[src/rtl/q2_ctrl_if.sv]
// Bus bundle between the q2 block controller and its surroundings:
// start/status handshake, source and reciprocal read ports, quantizer
// operand/result lanes and the destination write port.
// Optional macro: Q2_CTRL_ZCNT_EN adds the zero-half counter zcnt_o.
interface q2_ctrl_if #(
  parameter int AW = 5
);
  logic          start_i;
  logic          hold_i;
  logic          busy_o;
  logic          done_o;
  logic          src_rd_o;
  logic [AW-1:0] src_addr_o;
  logic [31:0]   src_data_i;
  logic [AW-1:0] rec_addr_o;
  logic [31:0]   rec_data_i;
  logic [31:0]   q_x_o;
  logic [31:0]   q_rec_o;
  logic [31:0]   q_res_i;
  logic          dst_wr_o;
  logic [AW-1:0] dst_addr_o;
  logic [31:0]   dst_data_o;
`ifdef Q2_CTRL_ZCNT_EN
  logic [6:0]    zcnt_o;
`endif

  // Controller side: drives strobes, addresses and operands.
  modport master (
    input  start_i, hold_i, src_data_i, rec_data_i, q_res_i,
    output busy_o, done_o, src_rd_o, src_addr_o, rec_addr_o,
    output q_x_o, q_rec_o, dst_wr_o, dst_addr_o, dst_data_o
`ifdef Q2_CTRL_ZCNT_EN
    , output zcnt_o
`endif
  );

  // Environment side: buffers, quantizer and the Wishbone control logic.
  modport slave (
    output start_i, hold_i, src_data_i, rec_data_i, q_res_i,
    input  busy_o, done_o, src_rd_o, src_addr_o, rec_addr_o,
    input  q_x_o, q_rec_o, dst_wr_o, dst_addr_o, dst_data_o
`ifdef Q2_CTRL_ZCNT_EN
    , input zcnt_o
`endif
  );
endinterface

[src/rtl/q2_ctrl.sv]
// q2_ctrl: walks one 8x8 block (NWORDS packed coefficient pairs) through the
// two-lane quantizer. Read at cycle t, operands presented at t+1, result
// written at t+2. The pipeline never stalls; hold_i only inserts bubbles.
// Optional macro: Q2_CTRL_ZCNT_EN adds zcnt_o, the number of all-zero 16-bit
// result halves written during the current block.
module q2_ctrl #(
  parameter int NWORDS = 32,
  parameter int AW     = 5
) (
  input logic        clk_i,
  input logic        rst_i,
  q2_ctrl_if.master  bus
);

  typedef enum logic [1:0] {IDLE, RUN, FLUSH, DONE} state_t;

  state_t        r_state;
  logic [AW-1:0] r_rdCnt;
  logic          r_v1;
  logic [AW-1:0] r_a1;
  logic          r_wr;
  logic [AW-1:0] r_dstAddr;
  logic [31:0]   r_dstData;

  logic          w_rdIssue;
  logic          w_lastRd;
  logic          w_startOk;

  assign w_rdIssue = (r_state == RUN) && !bus.hold_i;
  assign w_lastRd  = w_rdIssue && (r_rdCnt == AW'(NWORDS - 1));
  assign w_startOk = (r_state == IDLE) && bus.start_i;

  // Block sequencer: accepts start, issues NWORDS reads, drains, pulses done.
  always_ff @(posedge clk_i or posedge rst_i) begin
    if (rst_i) begin
      r_state <= IDLE;
      r_rdCnt <= '0;
    end else begin
      case (r_state)
        IDLE: begin
          if (bus.start_i) begin
            r_state <= RUN;
            r_rdCnt <= '0;
          end
        end
        RUN: begin
          if (w_rdIssue) begin
            if (w_lastRd) begin
              r_rdCnt <= '0;
              r_state <= FLUSH;
            end else begin
              r_rdCnt <= r_rdCnt + AW'(1);
            end
          end
        end
        FLUSH: begin
          if (!r_v1 && !r_wr) begin
            r_state <= DONE;
          end
        end
        DONE: begin
          r_state <= IDLE;
        end
        default: r_state <= IDLE;
      endcase
    end
  end

  // Valid-tagged data path: tag the read, then capture the quantizer result.
  always_ff @(posedge clk_i or posedge rst_i) begin
    if (rst_i) begin
      r_v1      <= 1'b0;
      r_a1      <= '0;
      r_wr      <= 1'b0;
      r_dstAddr <= '0;
      r_dstData <= '0;
    end else begin
      r_v1 <= w_rdIssue;
      if (w_rdIssue) begin
        r_a1 <= r_rdCnt;
      end
      r_wr <= r_v1;
      if (r_v1) begin
        r_dstAddr <= r_a1;
        r_dstData <= bus.q_res_i;
      end
    end
  end

  assign bus.busy_o     = (r_state == RUN) || (r_state == FLUSH);
  assign bus.done_o     = (r_state == DONE);
  assign bus.src_rd_o   = w_rdIssue;
  assign bus.src_addr_o = r_rdCnt;
  assign bus.rec_addr_o = r_rdCnt;
  assign bus.q_x_o      = r_v1 ? bus.src_data_i : 32'd0;
  assign bus.q_rec_o    = r_v1 ? bus.rec_data_i : 32'd0;
  assign bus.dst_wr_o   = r_wr;
  assign bus.dst_addr_o = r_dstAddr;
  assign bus.dst_data_o = r_dstData;

`ifdef Q2_CTRL_ZCNT_EN
  logic [6:0] r_zcnt;
  logic [1:0] w_zInc;

  assign w_zInc = {1'b0, (r_dstData[31:16] == 16'd0)} +
                  {1'b0, (r_dstData[15:0]  == 16'd0)};

  // Zero-half tally: cleared on an accepted start, bumped on every write.
  always_ff @(posedge clk_i or posedge rst_i) begin
    if (rst_i) begin
      r_zcnt <= '0;
    end else if (w_startOk) begin
      r_zcnt <= '0;
    end else if (r_wr) begin
      r_zcnt <= r_zcnt + {5'd0, w_zInc};
    end
  end

  assign bus.zcnt_o = r_zcnt;
`else
  logic w_unusedStart;
  assign w_unusedStart = w_startOk;
`endif

endmodule

[src/flat_wrapper.sv]
// flat-port wrapper written by rule: the top's interface ports become plain ports
module q2_ctrl_flat 
#(
  parameter int NWORDS = 32,
  parameter int AW     = 5
)
  (clk_i, rst_i, bus_start_i, bus_hold_i, bus_src_data_i, bus_rec_data_i, bus_q_res_i, bus_busy_o, bus_done_o, bus_src_rd_o, bus_src_addr_o, bus_rec_addr_o, bus_q_x_o, bus_q_rec_o, bus_dst_wr_o, bus_dst_addr_o, bus_dst_data_o);
  q2_ctrl_if #(.AW(AW)) bus_i ();
  input logic clk_i;
  input logic rst_i;
  input wire logic [$bits(bus_i.start_i)-1:0] bus_start_i;
  input wire logic [$bits(bus_i.hold_i)-1:0] bus_hold_i;
  input wire logic [$bits(bus_i.src_data_i)-1:0] bus_src_data_i;
  input wire logic [$bits(bus_i.rec_data_i)-1:0] bus_rec_data_i;
  input wire logic [$bits(bus_i.q_res_i)-1:0] bus_q_res_i;
  output wire logic [$bits(bus_i.busy_o)-1:0] bus_busy_o;
  output wire logic [$bits(bus_i.done_o)-1:0] bus_done_o;
  output wire logic [$bits(bus_i.src_rd_o)-1:0] bus_src_rd_o;
  output wire logic [$bits(bus_i.src_addr_o)-1:0] bus_src_addr_o;
  output wire logic [$bits(bus_i.rec_addr_o)-1:0] bus_rec_addr_o;
  output wire logic [$bits(bus_i.q_x_o)-1:0] bus_q_x_o;
  output wire logic [$bits(bus_i.q_rec_o)-1:0] bus_q_rec_o;
  output wire logic [$bits(bus_i.dst_wr_o)-1:0] bus_dst_wr_o;
  output wire logic [$bits(bus_i.dst_addr_o)-1:0] bus_dst_addr_o;
  output wire logic [$bits(bus_i.dst_data_o)-1:0] bus_dst_data_o;
  assign bus_i.start_i = bus_start_i;
  assign bus_i.hold_i = bus_hold_i;
  assign bus_i.src_data_i = bus_src_data_i;
  assign bus_i.rec_data_i = bus_rec_data_i;
  assign bus_i.q_res_i = bus_q_res_i;
  assign bus_busy_o = bus_i.busy_o;
  assign bus_done_o = bus_i.done_o;
  assign bus_src_rd_o = bus_i.src_rd_o;
  assign bus_src_addr_o = bus_i.src_addr_o;
  assign bus_rec_addr_o = bus_i.rec_addr_o;
  assign bus_q_x_o = bus_i.q_x_o;
  assign bus_q_rec_o = bus_i.q_rec_o;
  assign bus_dst_wr_o = bus_i.dst_wr_o;
  assign bus_dst_addr_o = bus_i.dst_addr_o;
  assign bus_dst_data_o = bus_i.dst_data_o;
  q2_ctrl #(.NWORDS(NWORDS), .AW(AW)) u_core (.clk_i(clk_i), .rst_i(rst_i), .bus(bus_i));
endmodule
[config.mk]
export PLATFORM = sky130hd
export DESIGN_NAME = q2_ctrl_flat
export DESIGN_NICKNAME = d
export VERILOG_FILES = /design/src/rtl/q2_ctrl_if.sv /design/src/rtl/q2_ctrl.sv /design/src/flat_wrapper.sv
export SDC_FILE = /design/constraint.sdc
export NUM_CORES = 1
export LEC_CHECK = 0
export ABC_AREA = 0
export BUFFER_PORTS_ARGS = -buffer_cell sky130_fd_sc_hd__buf_2
export CORE_MARGIN = 8
export CORE_UTILIZATION = 40
export CTS_CLUSTER_SIZE = 8
export DETAILED_ROUTE_END_ITERATION = 8
export HOLD_SLACK_MARGIN = 0.12
export PLACE_DENSITY = 0.95
export SKIP_CTS_REPAIR_TIMING = 1
export SLEW_MARGIN = 40
export SYNTH_ARGS = -nofsm -noshare
export SYNTH_HDL_FRONTEND = slang
export SYNTH_SLANG_ARGS = --single-unit
[constraint.sdc]
create_clock -name clk_i -period 3.6 [get_ports clk_i]
set_input_delay 0.18 -clock clk_i [delete_from_list [all_inputs] [get_ports clk_i]]
set_output_delay 0.18 -clock clk_i [all_outputs]
set_load 0.005 [all_outputs]
Word level (Yosys, flattened, before mapping)
Index checks and enable logic that the tools add are counted.
{"block": "op_classes", "n_addsub": 1, "eq_ne": 8, "muxes": 11, "reduce_logical": 11}
{"cell": "$mux W32", "count": 2}
{"cell": "$mux W5", "count": 3}
{"cell": "$pmux W5 S2", "count": 1}
{"cell": "$mux W2", "count": 4}
{"cell": "$pmux W2 S4", "count": 1}
{"cell": "$ne A2 B1 Y1 const B", "count": 3}
{"cell": "$add A5 B1 Y5 const B", "count": 1}
{"cell": "$eq A5 B5 Y1 const B", "count": 1}
{"cell": "$eq A2 B2 Y1 const B", "count": 2}
{"cell": "$reduce_and A4 Y1", "count": 1}
{"cell": "$logic_and A1 B1 Y1", "count": 3}
{"cell": "$logic_not A1 Y1", "count": 3}
{"cell": "$reduce_and A3 Y1", "count": 1}
{"cell": "$eq A2 B1 Y1 const B", "count": 1}
{"cell": "$logic_not A2 Y1", "count": 1}
{"cell": "$ne A2 B2 Y1 const B", "count": 1}
{"cell": "$reduce_bool A2 Y1", "count": 1}
{"cell": "$logic_or A1 B1 Y1", "count": 1}
{"block": "word_totals", "register_bits": 51, "elab_cells": 38}

Logic depth before layout (Yosys ltp)
{"block": "depth", "ltp_word": 6, "mapped_depth": 6, "mapped_depth_nobuf": 6}

Least setup slack after synthesis
Ideal clock, no wire load.
{"block": "synth_path", "path_type": "register to register", "startpoint": "reg u_core.r_rdCnt[0], in the netlist u_core.bus.rec_addr_o[0]", "endpoint": "reg u_core.r_state[1]", "setup_time_ps": 125, "arrival_time_ps": 1541, "required_ps": 3475, "setup_slack_ps": 1934, "stages_incl_launch_ff": 7, "cell_sequence": "dfrtp_1 > ha_1 > and3_1 > ha_1 > nand2b_1 > a211o_1 > mux2_2"}
{"block": "synth_between", "elab_chain_cells": 4}
{"item": "start, declared", "line_no": "q2_ctrl.sv:18", "text": "logic [AW-1:0] r_rdCnt;"}
{"item": "start signal, assigned", "line_no": "q2_ctrl.sv:52", "text": "r_rdCnt <= r_rdCnt + AW'(1);"}
{"item": "$eq A5 B5 Y1", "line_no": "q2_ctrl.sv:30", "text": "assign w_lastRd = w_rdIssue && (r_rdCnt == AW'(NWORDS - 1));"}
{"item": "$logic_and A1 B1 Y1", "line_no": "q2_ctrl.sv:30"}
{"item": "$ne A2 B1 Y1 (no source line)"}
{"item": "$reduce_and A4 Y1 (no source line)"}
{"item": "end signal, assigned", "line_no": "q2_ctrl.sv:36", "text": "r_state <= IDLE;"}
{"item": "end signal, assigned", "line_no": "q2_ctrl.sv:42", "text": "r_state <= RUN;"}
{"item": "end signal, assigned", "line_no": "q2_ctrl.sv:50", "text": "r_state <= FLUSH;"}
{"item": "end, declared", "line_no": "q2_ctrl.sv:17", "text": "state_t r_state;"}
No other way between the ends.
A chain may end at the register's enable or synchronous reset.

Worst setup path in the final report
{"block": "layout_path", "startpoint": "reg u_core.r_v1", "endpoint": "out bus_q_rec_o[10]"}
{"block": "layout_between", "elab_chain_cells": 1}
{"item": "start, declared", "line_no": "q2_ctrl.sv:19", "text": "logic r_v1;"}
{"item": "start signal, assigned", "line_no": "q2_ctrl.sv:78", "text": "r_v1 <= w_rdIssue;"}
{"item": "$mux W32", "line_no": "q2_ctrl.sv:96", "text": "assign bus.q_rec_o = r_v1 ? bus.rec_data_i : 32'd0;"}
{"item": "end, declared", "line_no": "flat_wrapper.sv:22", "text": "output wire logic [$bits(bus_i.q_rec_o)-1:0] bus_q_rec_o;"}
No other way between the ends.

==> results.yml <==
status:
  status: "finished, final reports clean"
place:
  dpl-instance-area_mm2: 0.00364
  detailed_place_hpwl_um: 7330
  io_buffers: 214
  gp_congestion: 0.847
timing:
  finalMaxSlewViolations: 0
  max_freq_mhz: 491
  worstMarginPinSlew_ns: 0.615
  finalHoldViolCount: 0
  rsz0062_at_grt: "no"
  slew_headroom_pct: 59.0
  fin_crit_ns: 2.04
  finalSetupViolations: 0
  finalSetupTns_ns: 0
  skew_ns: 0.00629
  min_period_over_period_pct: 56.6
clock_tree:
  clkTransAtPathRegs_ns: 0.09
  cts_htree_levels: 2
  cts_tree: "done"
  clock_path_buffers: 2
  cts_sinks: 51
  cts_buffers: 5
  root_buffer: "clkbuf_8"
  clock_latency_ns: 0.30
synthesis:
  syn_area_mm2: 0.00255
  seq_area_frac_synth_pct: 50.0
  syn-num-nets: 324
  syn_area_per_cell_um2: 11.8
  syn_inst: 217
  ys_top_cells_by_area: "dfrtp_1, mux2_2, and2_1"
  synth_most_common_cell: "and2_1"
  async_flop_share_pct: 100
  synth_seq_cells: 51
  yosysTopAreaCell: "dfrtp_1"
  synth_ff_type: "dfrtp_1"
  synth_cell_type_count: 25
  ys_top_cells_by_count: "and2_1, dfrtp_1, mux2_2"
  synth_top_area_share_pct: 50.0
  synth_warnings: 0
  synth_edf_count: 0
die:
  die_w_um: 95.9
  core_mm2: 0.00628
  die_area_mm2: 0.00919
  die_h_um: 95.9
  ios: 215
  placementRows: 29
  initial_utilization_pct: 40.7
detailed_routing:
  wl_per_cell_um: 17.6
  vias: 2465
  drt-met1-wl_um: 3160
  firstDrtPassIters: 4
  dr_wl_met3_um: 1040
  drt_iter0_markers: 58
  wl_um: 9410
  avgViaCountPerCell: 4.62
  drc: 0
  ant_nets: 0
  wl_met2_um: 5040
  top_layer: "met4"
job:
  cap_violations: 0
global_routing:
  grt_pass1_wl_um: 12400
  gr-total-overflow: 0
  grt_max_degree: 58
  grt_use_total_pct: 17.4
  antenna_found_initial: 3
  grt_pass1_vias: 2428
final_layout:
  drive_gt1_share_pct: 59.3
  finalInstanceArea_mm2: 0.00405
  syn2layout_area_growth_pct: 58.7
  nets: 560
critical_path:
  worstPathRequired_ns: 3.42
  worst-path-max-fanout: 57
  start_kind: "flop"
  critPathKind: "flop to output pin"
  worst_setup_path_end_kind: "output pin"
  cp.arrival_ns: 1.86
power_and_ir_drop:
  power_uw: 2400
  peakVddDrop_mv: 0.401
  power_leakage_uw: 0.00228
  powerDensity_mw_per_mm2: 593
hold_path:
  min_path_type: "input port to flop"
-- layer usage --
layer	track usage (%)	up-vias
li1	-	1190
met1	17.6	1150
met2	32.4	115
met3	6.79	10
met4	4.48	0
met5	0	-
-- through the flow --
stage | hold WS (ns) | util [%] | worst slack, ns | instances
detailed placement | 0.313 | 57.9 | 1.67 | 491
global placement | 0.411 | 57.9 | 1.74 | 491
floorplan | 0.332 | - | 1.93 | 217
CTS | -0.0180 | 59.3 | 1.36 | 499
finish | 0.138 | 64.5 | 1.56 | 534
global route | 0.122 | 64.5 | 1.41 | 534
-- critical path, cell delays in order (launching register included) --
cell,delay [ns]
dfrtp_4,0.72
buf_4,0.47
and2_1,0.21
buf_2,0.12
-- state kept, by name (all words and copies together) (netlist names) --
name,count
u_core.bus.dst_wr_o,1
u_core.bus.dst_data_o,32
u_core.r_v1,1
u_core.bus.dst_addr_o,5
u_core.bus.rec_addr_o,5
u_core.r_state,2
u_core.r_a1,5
-- cell usage in the layout, fill, tap and decap left out, types with 2 or more instances in the layout --
cell type	netlist	layout
ha_1	7	7
o21ai_0	5	5
or4_1	2	2
diode_2	0	3
clkbuf_8	0	5
a21oi_1	4	4
mux2_2	43	43
dfrtp_1	51	50
inv_1	5	4
nand2_1	2	2
and2_1	65	65
dlygate4sd3_1	0	32
nand2b_1	3	3
buf_2	4	214
-- report_power, final --
group | internal [uW] | switching [uW] | total [uW] | leakage, uW
combinational | 624 | 466 | 1090 | 0.00161
clock | 136 | 180 | 316 | 0.0000412
sequential | 819 | 178 | 998 | 0.000631
total | 1580 | 825 | 2400 | 0.00228
-- final timing paths --
| check | cells past startpoint | from | slack (ns) | end |
|---|---|---|---|---|
| worst max-delay path | 3 | u_core.r_v1 | 1.56 | bus_q_rec_o[10] |
| worst max register to register | 6 | u_core.bus.rec_addr_o[1] | 1.72 | u_core.r_state[1] |
| worst min register to register | 1 | u_core.bus.dst_addr_o[1] | 0.51 | u_core.bus.dst_addr_o[1] |
| min in group asynchronous | 3 | rst_i | 0.52 | u_core.bus.dst_data_o[20] |
| worst min-delay path | 2 | bus_q_res_i[9] | 0.14 | u_core.bus.dst_data_o[9] |
| max in group asynchronous | 3 | rst_i | 2.61 | u_core.r_v1 |
-- final cells by class --
type                            instances  area [um^2]
Fill cell                             498         2230
Timing Repair Buffer                  247         1400
Sequential cell                        51         1280
Multi-Input combinational cell        143         1160
Tap cell                               77         96.3
Clock buffer                            6         72.6
Inverter                                5         21.3
Clock inverter                          2         12.5
Antenna cell                            3         7.51
-- cells by family after synthesis --
logic type | Yosys count | share of synthesized area [%]
simple gates | 76 | 18.5
mux | 44 | 19.5
compound gates | 16 | 4.12
buf+inv | 23 | 4.46
flops | 51 | 50.0
fa+ha+maj | 7 | 3.43
No activity file was read; power rests on OpenSTA's default activity.
